### config.mk
export PLATFORM = sky130hd
export DESIGN_NAME = cpu_branch_predictor
export DESIGN_NICKNAME = d
export VERILOG_FILES = /design/src/rtl/cpu_branch_predictor.sv
export SDC_FILE = /design/constraint.sdc
export NUM_CORES = 1
export LEC_CHECK = 0
export ABC_AREA = 1
export CELL_PAD_IN_SITES_DETAIL_PLACEMENT = 1
export CELL_PAD_IN_SITES_GLOBAL_PLACEMENT = 2
export CORE_ASPECT_RATIO = 0.7
export CORE_UTILIZATION = 45
export CTS_CLUSTER_DIAMETER = 100
export DETAILED_ROUTE_END_ITERATION = 8
export DONT_BUFFER_PORTS = 1
export MAX_ROUTING_LAYER = met4
export PLACE_DENSITY_LB_ADDON = 0.3
export REMOVE_ABC_BUFFERS = 1
export SYNTH_ARGS = -nofsm -noshare
export SYNTH_HDL_FRONTEND = slang
export SYNTH_SLANG_ARGS = --single-unit
### constraint.sdc
create_clock -name clk -period 6.15 [get_ports clk]
set_input_delay 1.23 -clock clk [delete_from_list [all_inputs] [get_ports clk]]
set_output_delay 1.23 -clock clk [all_outputs]
set_load 0.03 [all_outputs]
### src/rtl/cpu_branch_predictor.sv
// rtl/cpu_branch_predictor.sv - direct-mapped 2-bit-counter branch predictor with target buffer
module cpu_branch_predictor #(
  parameter int ENTRY_COUNT = 16
) (
  input  logic        clk,
  input  logic        rst_n,
  input  logic        query_valid,
  input  logic [31:0] query_pc,
  output logic        predict_valid,
  output logic        predict_taken,
  output logic [31:0] predict_target,
  input  logic        update_valid,
  input  logic [31:0] update_pc,
  input  logic        update_taken,
  input  logic [31:0] update_target,
  input  logic        flush
);

  localparam int INDEX_BITS = $clog2(ENTRY_COUNT);
  localparam int TAG_BITS   = 30 - INDEX_BITS;

  logic [ENTRY_COUNT-1:0] r_valid;
  logic [TAG_BITS-1:0]    r_tag     [ENTRY_COUNT];
  logic [31:0]            r_target  [ENTRY_COUNT];
  logic [1:0]             r_counter [ENTRY_COUNT];

  logic                   r_predict_valid;
  logic                   r_predict_taken;
  logic [31:0]            r_predict_target;

  logic [INDEX_BITS-1:0]  w_q_index;
  logic [TAG_BITS-1:0]    w_q_tag;
  logic                   w_q_hit;
  logic                   w_q_taken;
  logic [31:0]            w_q_target;

  logic [INDEX_BITS-1:0]  w_u_index;
  logic [TAG_BITS-1:0]    w_u_tag;
  logic                   w_u_hit;
  logic                   w_u_write;
  logic [1:0]             w_u_counter_next;
  logic                   w_unused;

  assign w_unused = ^{query_pc[1:0], update_pc[1:0]};

  // Lookup reads the table as it stands before this edge's update, giving read-before-write.
  assign w_q_index  = query_pc[INDEX_BITS+1:2];
  assign w_q_tag    = query_pc[31:INDEX_BITS+2];
  assign w_q_hit    = r_valid[w_q_index] && (r_tag[w_q_index] == w_q_tag);
  assign w_q_taken  = w_q_hit && r_counter[w_q_index][1];
  assign w_q_target = w_q_taken ? r_target[w_q_index] : (query_pc + 32'd4);

  assign w_u_index  = update_pc[INDEX_BITS+1:2];
  assign w_u_tag    = update_pc[31:INDEX_BITS+2];
  assign w_u_hit    = r_valid[w_u_index] && (r_tag[w_u_index] == w_u_tag);
  assign w_u_write  = update_valid && !flush && (w_u_hit || update_taken);

  always_comb begin
    w_u_counter_next = r_counter[w_u_index];
    if (update_taken && (r_counter[w_u_index] != 2'b11)) begin
      w_u_counter_next = r_counter[w_u_index] + 2'd1;
    end else if (!update_taken && (r_counter[w_u_index] != 2'b00)) begin
      w_u_counter_next = r_counter[w_u_index] - 2'd1;
    end
  end

  always_ff @(posedge clk or negedge rst_n) begin
    if (!rst_n) begin
      r_predict_valid  <= 1'b0;
      r_predict_taken  <= 1'b0;
      r_predict_target <= 32'd0;
    end else begin
      r_predict_valid  <= query_valid;
      r_predict_taken  <= query_valid && w_q_taken;
      r_predict_target <= query_valid ? w_q_target : 32'd0;
    end
  end

  always_ff @(posedge clk or negedge rst_n) begin
    if (!rst_n) begin
      r_valid <= '0;
    end else if (flush) begin
      r_valid <= '0;
    end else if (update_valid && update_taken && !w_u_hit) begin
      r_valid[w_u_index] <= 1'b1;
    end
  end

  // Payload of invalid entries is don't-care, so the arrays carry no reset.
  always_ff @(posedge clk) begin
    if (w_u_write) begin
      if (w_u_hit) begin
        r_counter[w_u_index] <= w_u_counter_next;
        if (update_taken) begin
          r_target[w_u_index] <= update_target;
        end
      end else begin
        r_tag[w_u_index]     <= w_u_tag;
        r_target[w_u_index]  <= update_target;
        r_counter[w_u_index] <= 2'b10;
      end
    end
  end

  assign predict_valid  = r_predict_valid;
  assign predict_taken  = r_predict_taken;
  assign predict_target = r_predict_target;

endmodule

==> flow_summary_export.csv, run 1 <==
group,metric,value,unit
clocking,clockBufferDepth,3,
setup_path,path_cells,"inv_8 -> buf_4 -> nand2_1 -> nand3_1 -> nand3_1 -> nand3_1 -> nand3_1 -> nand2_1 -> nand2_1 -> nor2_1 -> nand3_1 -> buf_4 -> nor2_4 -> buf_4 -> nand2_1 -> nand2_1 -> nor2_1",
synthesis,ys_ff_latch,1010,
synthesis,synth-async-reset-ratio,4.950,%
final_layout,drive_gt1_share,5.506,%
synthesis,yosysUniqueCellTypes,42,
clocking,clkSinkCount,1010,
worst_hold_path,min-delay-path-class,"in2async",
sta,layout_min_cycle_time,5089,ps
drt,routed.top_layer,"met4",
synthesis,yosys_warnings,0,
synthesis,avgSynthCellArea,9.489,µm²
synthesis,ys.flop_type,"edfxtp_1",
synthesis,synth_area_leaders,"edfxtp_1 (61%), nand2_1 (15%), inv_1 (3.1%), a21oi_1 (2.7%), dfrtp_1 (2.6%)",
outcome,status,"complete, but fails checks",
place,gp_congestion,0.9198,
drt,drc,0,
grt,grt_pass1_vias,35992,
sta,hold_ws,202.9,ps
setup_path,worst_ep_arrival_time,5700,ps
sta,finalHoldViolations,0,
pwr,power_density,284.7,nW/µm²
place,port-buffer-count,0,
grt,grt_start_max_net_pins,528,
setup_path,crit_buf_inv,4,
synthesis,synth-xor-area-share,0.4422,%
clocking,ctsHoldBuffers,0,
clocking,clock_latency,720,ps
floorplanning,initial_core_util,45.53,%
synthesis,synth_simple_gate_area_share,21.12,%
sta,finalMaxSlewViolations,160,
sta,worst_pin_slew,1572,ps
place,dp_slack,1032,ps
floorplanning,coreArea,104400,µm²
floorplanning,dieHeight,273.9,µm
drt,detail-route-antenna-nets,0,
setup_path,worstSetupEndpointType,"register",
drt,wl_met3,13580,µm
place,dpl.hpwl,92750,µm
drt,drt_pre_antenna_iters,7,
setup_path,worst_path_max_delay_cell,"inv_8",
floorplanning,dieArea,107000,µm²
synthesis,ys_seq_area_share,63.27,%
drt,routed_wl,164100,µm
setup_path,path_max_fanout,527,
drt,vias_per_cell,5.689,
drt,routedWlPerCell,25.59,µm
run,cap_violations,0,
synthesis,synth_compound_area_share,9.185,%
clocking,numCtsBuffers,102,
grt,grt_pass1_wl,239000,µm
sta,fmax,196.5,MHz
setup_path,slowest_delay,1060,ps
clocking,cts.clk_slew.worst_paths,60,ps
synthesis,yosysTopAreaCell,"edfxtp_1",
synthesis,netlist_instances,5010,
synthesis,syn_area,47540,µm²
synthesis,synth_top_family_by_area,"simple AND/OR/NAND/NOR gates",
setup_path,critPathLaunchType,"input pin",
clocking,clockRootBuffer,"clkbuf_16",
sta,finClkSkew,37.16,ps
clocking,cts.repair.resized,0,
setup_path,cp_top_family,"buffers and inverters",
drt,route.met2.wl,72950,µm
grt,grt_overflow,0,
clocking,cts_setup_buffers,0,
sta,grt_setup_unrepaired,"no",
sta,finalCritPeriodShare,82.75,%
synthesis,synth_fa_ha_area_share,0.07896,%
clocking,cts_tree,"built",
final_layout,fillers,11639,
synthesis,muxShareOfSynthArea,0,%
final_layout,nNetsFinal,5016,
synthesis,synth-edff-count,960,
drt,vias,36476,
final_layout,final_util,50.26,%
grt,antenna_found_initial,3,
drt,wl_met1,73440,µm
synthesis,synth_top_area_share,60.64,%
sta,slew_headroom,-4.832,%
drt,drtIter0Drc,3476,
floorplanning,rows,99,
outcome,violations,"slew limit",
setup_path,required,6760,ps
sta,setup_viol,0,
clocking,cts_max_level,3,
final_layout,area_growth,10.40,%
pwr,p_leak,20.79,nW
pwr,ir_drop,0.0002408,V
floorplanning,io_pins,136,
floorplanning,dieWidth,390.5,µm
grt,grt_use_total,31.44,%
sta,setup_ws,1061,ps
setup_path,critPathKind,"in2reg",
-- layout make-up --
cell class	count	area (µm²)	share of cell area [%]
flip-flops and latches	1010	30080	57.31
multi-input cells	3312	14880	28.35
clock buffers	145	2826	5.385
well taps	1414	1769	3.371
inverters	402	1526	2.908
repair buffers	83	910.9	1.735
clock inverters	43	489.2	0.9321
diodes	3	7.507	0.01430
-- cell usage in the layout (no fill, tap or decap), types with 17 or more instances in the layout --
cell type and n:
inv_1 380, o21ai_0 223, a32o_1 35, a21oi_1 260, o21ai_1 23, o211ai_1 59, nor2_1 263, inv_2 17
nor2_4 31, nand4_1 19, buf_12 23, clkbuf_1 34, edfxtp_1 960, buf_4 60, xor2_1 23, nand3_1 248
dfrtp_1 50, a22oi_1 76, nand2_1 1956, clkbuf_16 104, clkinv_1 23, o311ai_0 17
-- worst paths after layout --
kind	start	endpoint	slack, ps	depth (start not counted)
max	query_pc[2]	predict_target[6]	1060	17
min	rst_n	r_valid[9]	200	0
max reg2reg	r_tag[11][15]	r_counter[2][0]	2660	15
min reg2reg	r_valid[3]	r_valid[3]	530	2
max in group asynchronous	rst_n	predict_target[30]	5810	0
min in group clk	r_valid[3]	r_valid[3]	530	2
-- sequential cells by signal, summed over array words and instances, names as in the netlist --
name / cells
predict_target: 32
predict_valid: 1
r_tag: 416
r_counter: 32
r_target: 512
predict_taken: 1
r_valid: 16
-- synthesized netlist by cell type, types with 3 or more instances --
cell type     n
nand2_1    1957
edfxtp_1    960
inv_1       392
nor2_1      291
a21oi_1     260
nand3_1     248
o21ai_0     223
buf_2       128
clkbuf_1     96
a22oi_1      76
o211ai_1     59
dfrtp_1      50
buf_1        47
a32o_1       35
o21ai_1      23
xor2_1       23
nand4_1      19
o311ai_0     17
nor3_1       14
buf_4        13
o21bai_1     12
nor4_1       11
a221o_1      10
a221oi_1      8
inv_2         8
nor2_2        6
ha_1          3
-- per-stage QoR --
stage | instances | TNS, ps | instance area [µm²] | power (mW)
floorplan | 4724 | -34320 | 46240 | 8.433
global placement | 6221 | 0 | 49160 | 8.768
detailed placement | 6221 | 0 | 49160 | 8.793
CTS | 6409 | 0 | 52480 | 15.01
global route | 6409 | 0 | 52480 | 15.36
finish | 6412 | 0 | 52490 | 14.94
-- report_power, final --
group          internal [mW]  switching, mW
clock                   3.57           2.70
combinational          0.314          0.711
sequential              7.60         0.0466
total                   11.5           3.46
-- metal layers --
layer / global-route usage, % / vias to the layer above
met5: - / -
met4: 8.111 / 0
met3: 6.316 / 248
met2: 46.63 / 1328
met1: 44.13 / 18261
li1: - / 16639
-- cells by family after synthesis --
family	Yosys count
buffers and inverters	688
xor gates and xnor gates	24
and+or+nand+nor	2554
AOI/OAI and AO/OA	731
adders and majority gates	3
DFF	1010
No activity file was read; power rests on OpenSTA's default activity.
==> run 2: changes to the inputs <==
--- a/config.mk
+++ b/config.mk
@@ -9,7 +9,7 @@
 export CELL_PAD_IN_SITES_DETAIL_PLACEMENT = 1
 export CELL_PAD_IN_SITES_GLOBAL_PLACEMENT = 2
 export CORE_ASPECT_RATIO = 0.7
-export CORE_UTILIZATION = 45
+export CORE_UTILIZATION = 37
 export CTS_CLUSTER_DIAMETER = 100
 export DETAILED_ROUTE_END_ITERATION = 8
 export DONT_BUFFER_PORTS = 1
==> constraint.sdc (replaced) <==
create_clock -name clk -period 4.4 [get_ports clk]
set_input_delay 0.88 -clock clk [delete_from_list [all_inputs] [get_ports clk]]
set_output_delay 0.88 -clock clk [all_outputs]
set_load 0.03 [all_outputs]
==> flow_summary_export.csv, run 2 (synthesis results as in run 1) <==
group,metric,value,unit
pwr,fin_total_pwr,21.45,mW
grt,antenna_found_initial,3,
outcome,violations,"slew limit, setup timing",
setup_path,slowest_delay,920,ps
pwr,combPwrFrac,6.9,%
grt,use_met1,36.74,%
place,gp_congestion,0.9005,
sta,layout_min_cycle_time,4431,ps
drt,routedWlPerCell,25.14,µm
final_layout,final_util,42.17,%
sta,hold_ws,204.0,ps
sta,slew_headroom,-1.456,%
drt,routed_wl,168500,µm
grt,grt_use_total,26.47,%
clocking,cts.clk_slew.worst_paths,60,ps
sta,finClkSkew,20.15,ps
floorplanning,dieArea,129900,µm²
final_layout,top_regs,"r_target (512), r_tag (416)",
sta,worst_pin_slew,1522,ps
final_layout,fillers,14168,
final_layout,drive_gt1_share,6.696,%
pwr,p_switching,5.038,mW
grt,grt_pass1_vias,35871,
final_layout,nNetsFinal,5052,
floorplanning,coreArea,126800,µm²
sta,setup_ws,-31.19,ps
clocking,clock_latency,730,ps
floorplanning,rows,109,
clocking,clkSinkCount,1010,
final_layout,top_register,"r_target",
clocking,cts_tree,"built",
run,cap_violations,0,
drt,vias_per_cell,5.378,
place,dpl.hpwl,97590,µm
final_layout,layout_common_cells,"nand2_1 (1956), edfxtp_1 (960), inv_1 (380)",
pwr,ir_drop,0.0003132,V
setup_path,path_max_fanout,319,
setup_path,worst_ep_arrival_time,4770,ps
setup_path,critPathLaunchType,"input pin",
setup_path,required,4740,ps
floorplanning,io_pins,136,
grt,grt_start_max_net_pins,528,
setup_path,critPathKind,"in2reg",
clocking,cts_max_level,3,
drt,vias,36036,
clocking,cts_setup_buffers,0,
drt,drt_pre_antenna_iters,5,
grt,grt_overflow,0,
sta,finalCritPeriodShare,100.7,%
sta,finalMaxSlewViolations,31,
worst_hold_path,min-delay-path-class,"in2reg",
grt,grt_pass1_wl,243700,µm
grt,grt.busiest_layer,"met2",
clocking,clockRootBuffer,"clkbuf_16",
outcome,status,"complete, but fails checks",
final_layout,seqCellArea,30080,µm²
setup_path,worst_path_max_delay_cell,"o21ai_1",
grt,gr-usage-met2,40.65,%
clocking,clockBufferDepth,3,
place,port-buffer-count,0,
floorplanning,initial_core_util,37.48,%
pwr,p_leak,21.15,nW
final_layout,largest_register_ffs,512,
final_layout,multi_input_area,14880,µm²
pwr,p_clk_share,43.2,%
drt,drc,0,
sta,finalHoldViolations,0,
sta,grt_setup_unrepaired,"no",
sta,setup_viol,16,
pwr,internal_power,16.41,mW
pwr,p_sw_share,23.49,%
pwr,seqPwrFrac,49.8,%
setup_path,path_cells,"nand2_1 -> inv_1 -> a22oi_1 -> nand2_1 -> a22o_1 -> nor2_1 -> inv_1 -> ha_1 -> or2_2 -> o21ai_0 -> a21oi_1 -> o21ai_1",
drt,drtIter0Drc,3347,
grt,use_met3,4.125,%
pwr,power_density,401.0,nW/µm²
floorplanning,dieWidth,430.4,µm
clocking,numCtsBuffers,102,
drt,detail-route-antenna-nets,0,
sta,fmax,225.7,MHz
final_layout,layout_commonest_cell,"nand2_1",
floorplanning,dieHeight,301.9,µm
final_layout,area_growth,12.50,%
setup_path,worstSetupEndpointType,"register",
run 2: worst max-delay path, delay by kind of cell:
family / cells / cell delay, ps
buffers and inverters: 2 / 410
AO/OA/AOI/OAI: 5 / 1550
AND/OR/NAND/NOR: 4 / 1050
adder cells (fa/ha/maj): 1 / 200
run 2: final timing paths:
check | from | end | slack (ps) | cells past startpoint
max | update_pc[2] | r_counter[0][1] | -30 | 12
min | query_valid | predict_valid | 200 | 0
max reg2reg | r_counter[9][1] | r_counter[0][1] | 1080 | 10
min reg2reg | r_valid[7] | r_valid[7] | 520 | 2
max in group asynchronous | rst_n | predict_target[17] | 3370 | 2
min in group asynchronous | rst_n | r_valid[13] | 660 | 2
run 2: layer usage:
layer  vias to the layer above  wire length [µm]
met5                         -                 0
met4                         0              4328
met3                       216              9627
met2                       977             76020
met1                     18116             78490
li1                      16727                 -
run 2: per-stage QoR:
| stage | setup TNS [ps] | setup slack (ps) | cell area, µm² | instances |
|---|---|---|---|---|
| 2_1_floorplan | -747120 | -2783 | 46240 | 4724 |
| 3_3_place_gp | 0 | 42.88 | 49930 | 6506 |
| 3_5_place_dp | -800.8 | -51.42 | 49930 | 6506 |
| 4_1_cts | 0 | 681.0 | 53470 | 6698 |
| 5_1_grt | 0 | 319.2 | 53470 | 6698 |
| 6_report | -409.6 | -31.19 | 53480 | 6701 |
run 2: power groups by stage:
| stage | logic [mW] | registers [mW] | clock network [mW] |
|---|---|---|---|
| finish | 1.49 | 10.7 | 9.27 |
| global route | 1.65 | 10.7 | 9.72 |
| CTS | 1.48 | 10.7 | 9.42 |
| detailed placement | 1.46 | 10.9 | 0 |
| global placement | 1.43 | 10.9 | 0 |
| floorplan | 0.909 | 10.9 | 0 |
run 2: cell type report:
cell class	count	area share, %
Timing Repair Buffer	119	2.625
Clock buffer	125	5.105
Inverter	402	2.854
Sequential cell	1010	56.24
Clock inverter	65	1.446
Antenna cell	3	0.01404
Multi-Input combinational cell	3312	27.82
Tap cell	1665	3.895
run 2: repair_timing:
| item | 4_1_cts | 5_1_grt |
|---|---|---|
| endpoints found under the hold margin | 50 | 0 |
| setup endpoints to repair | 0 | 0 |
| resized for setup | 0 | 0 |
| hold buffers | 2 | 0 |
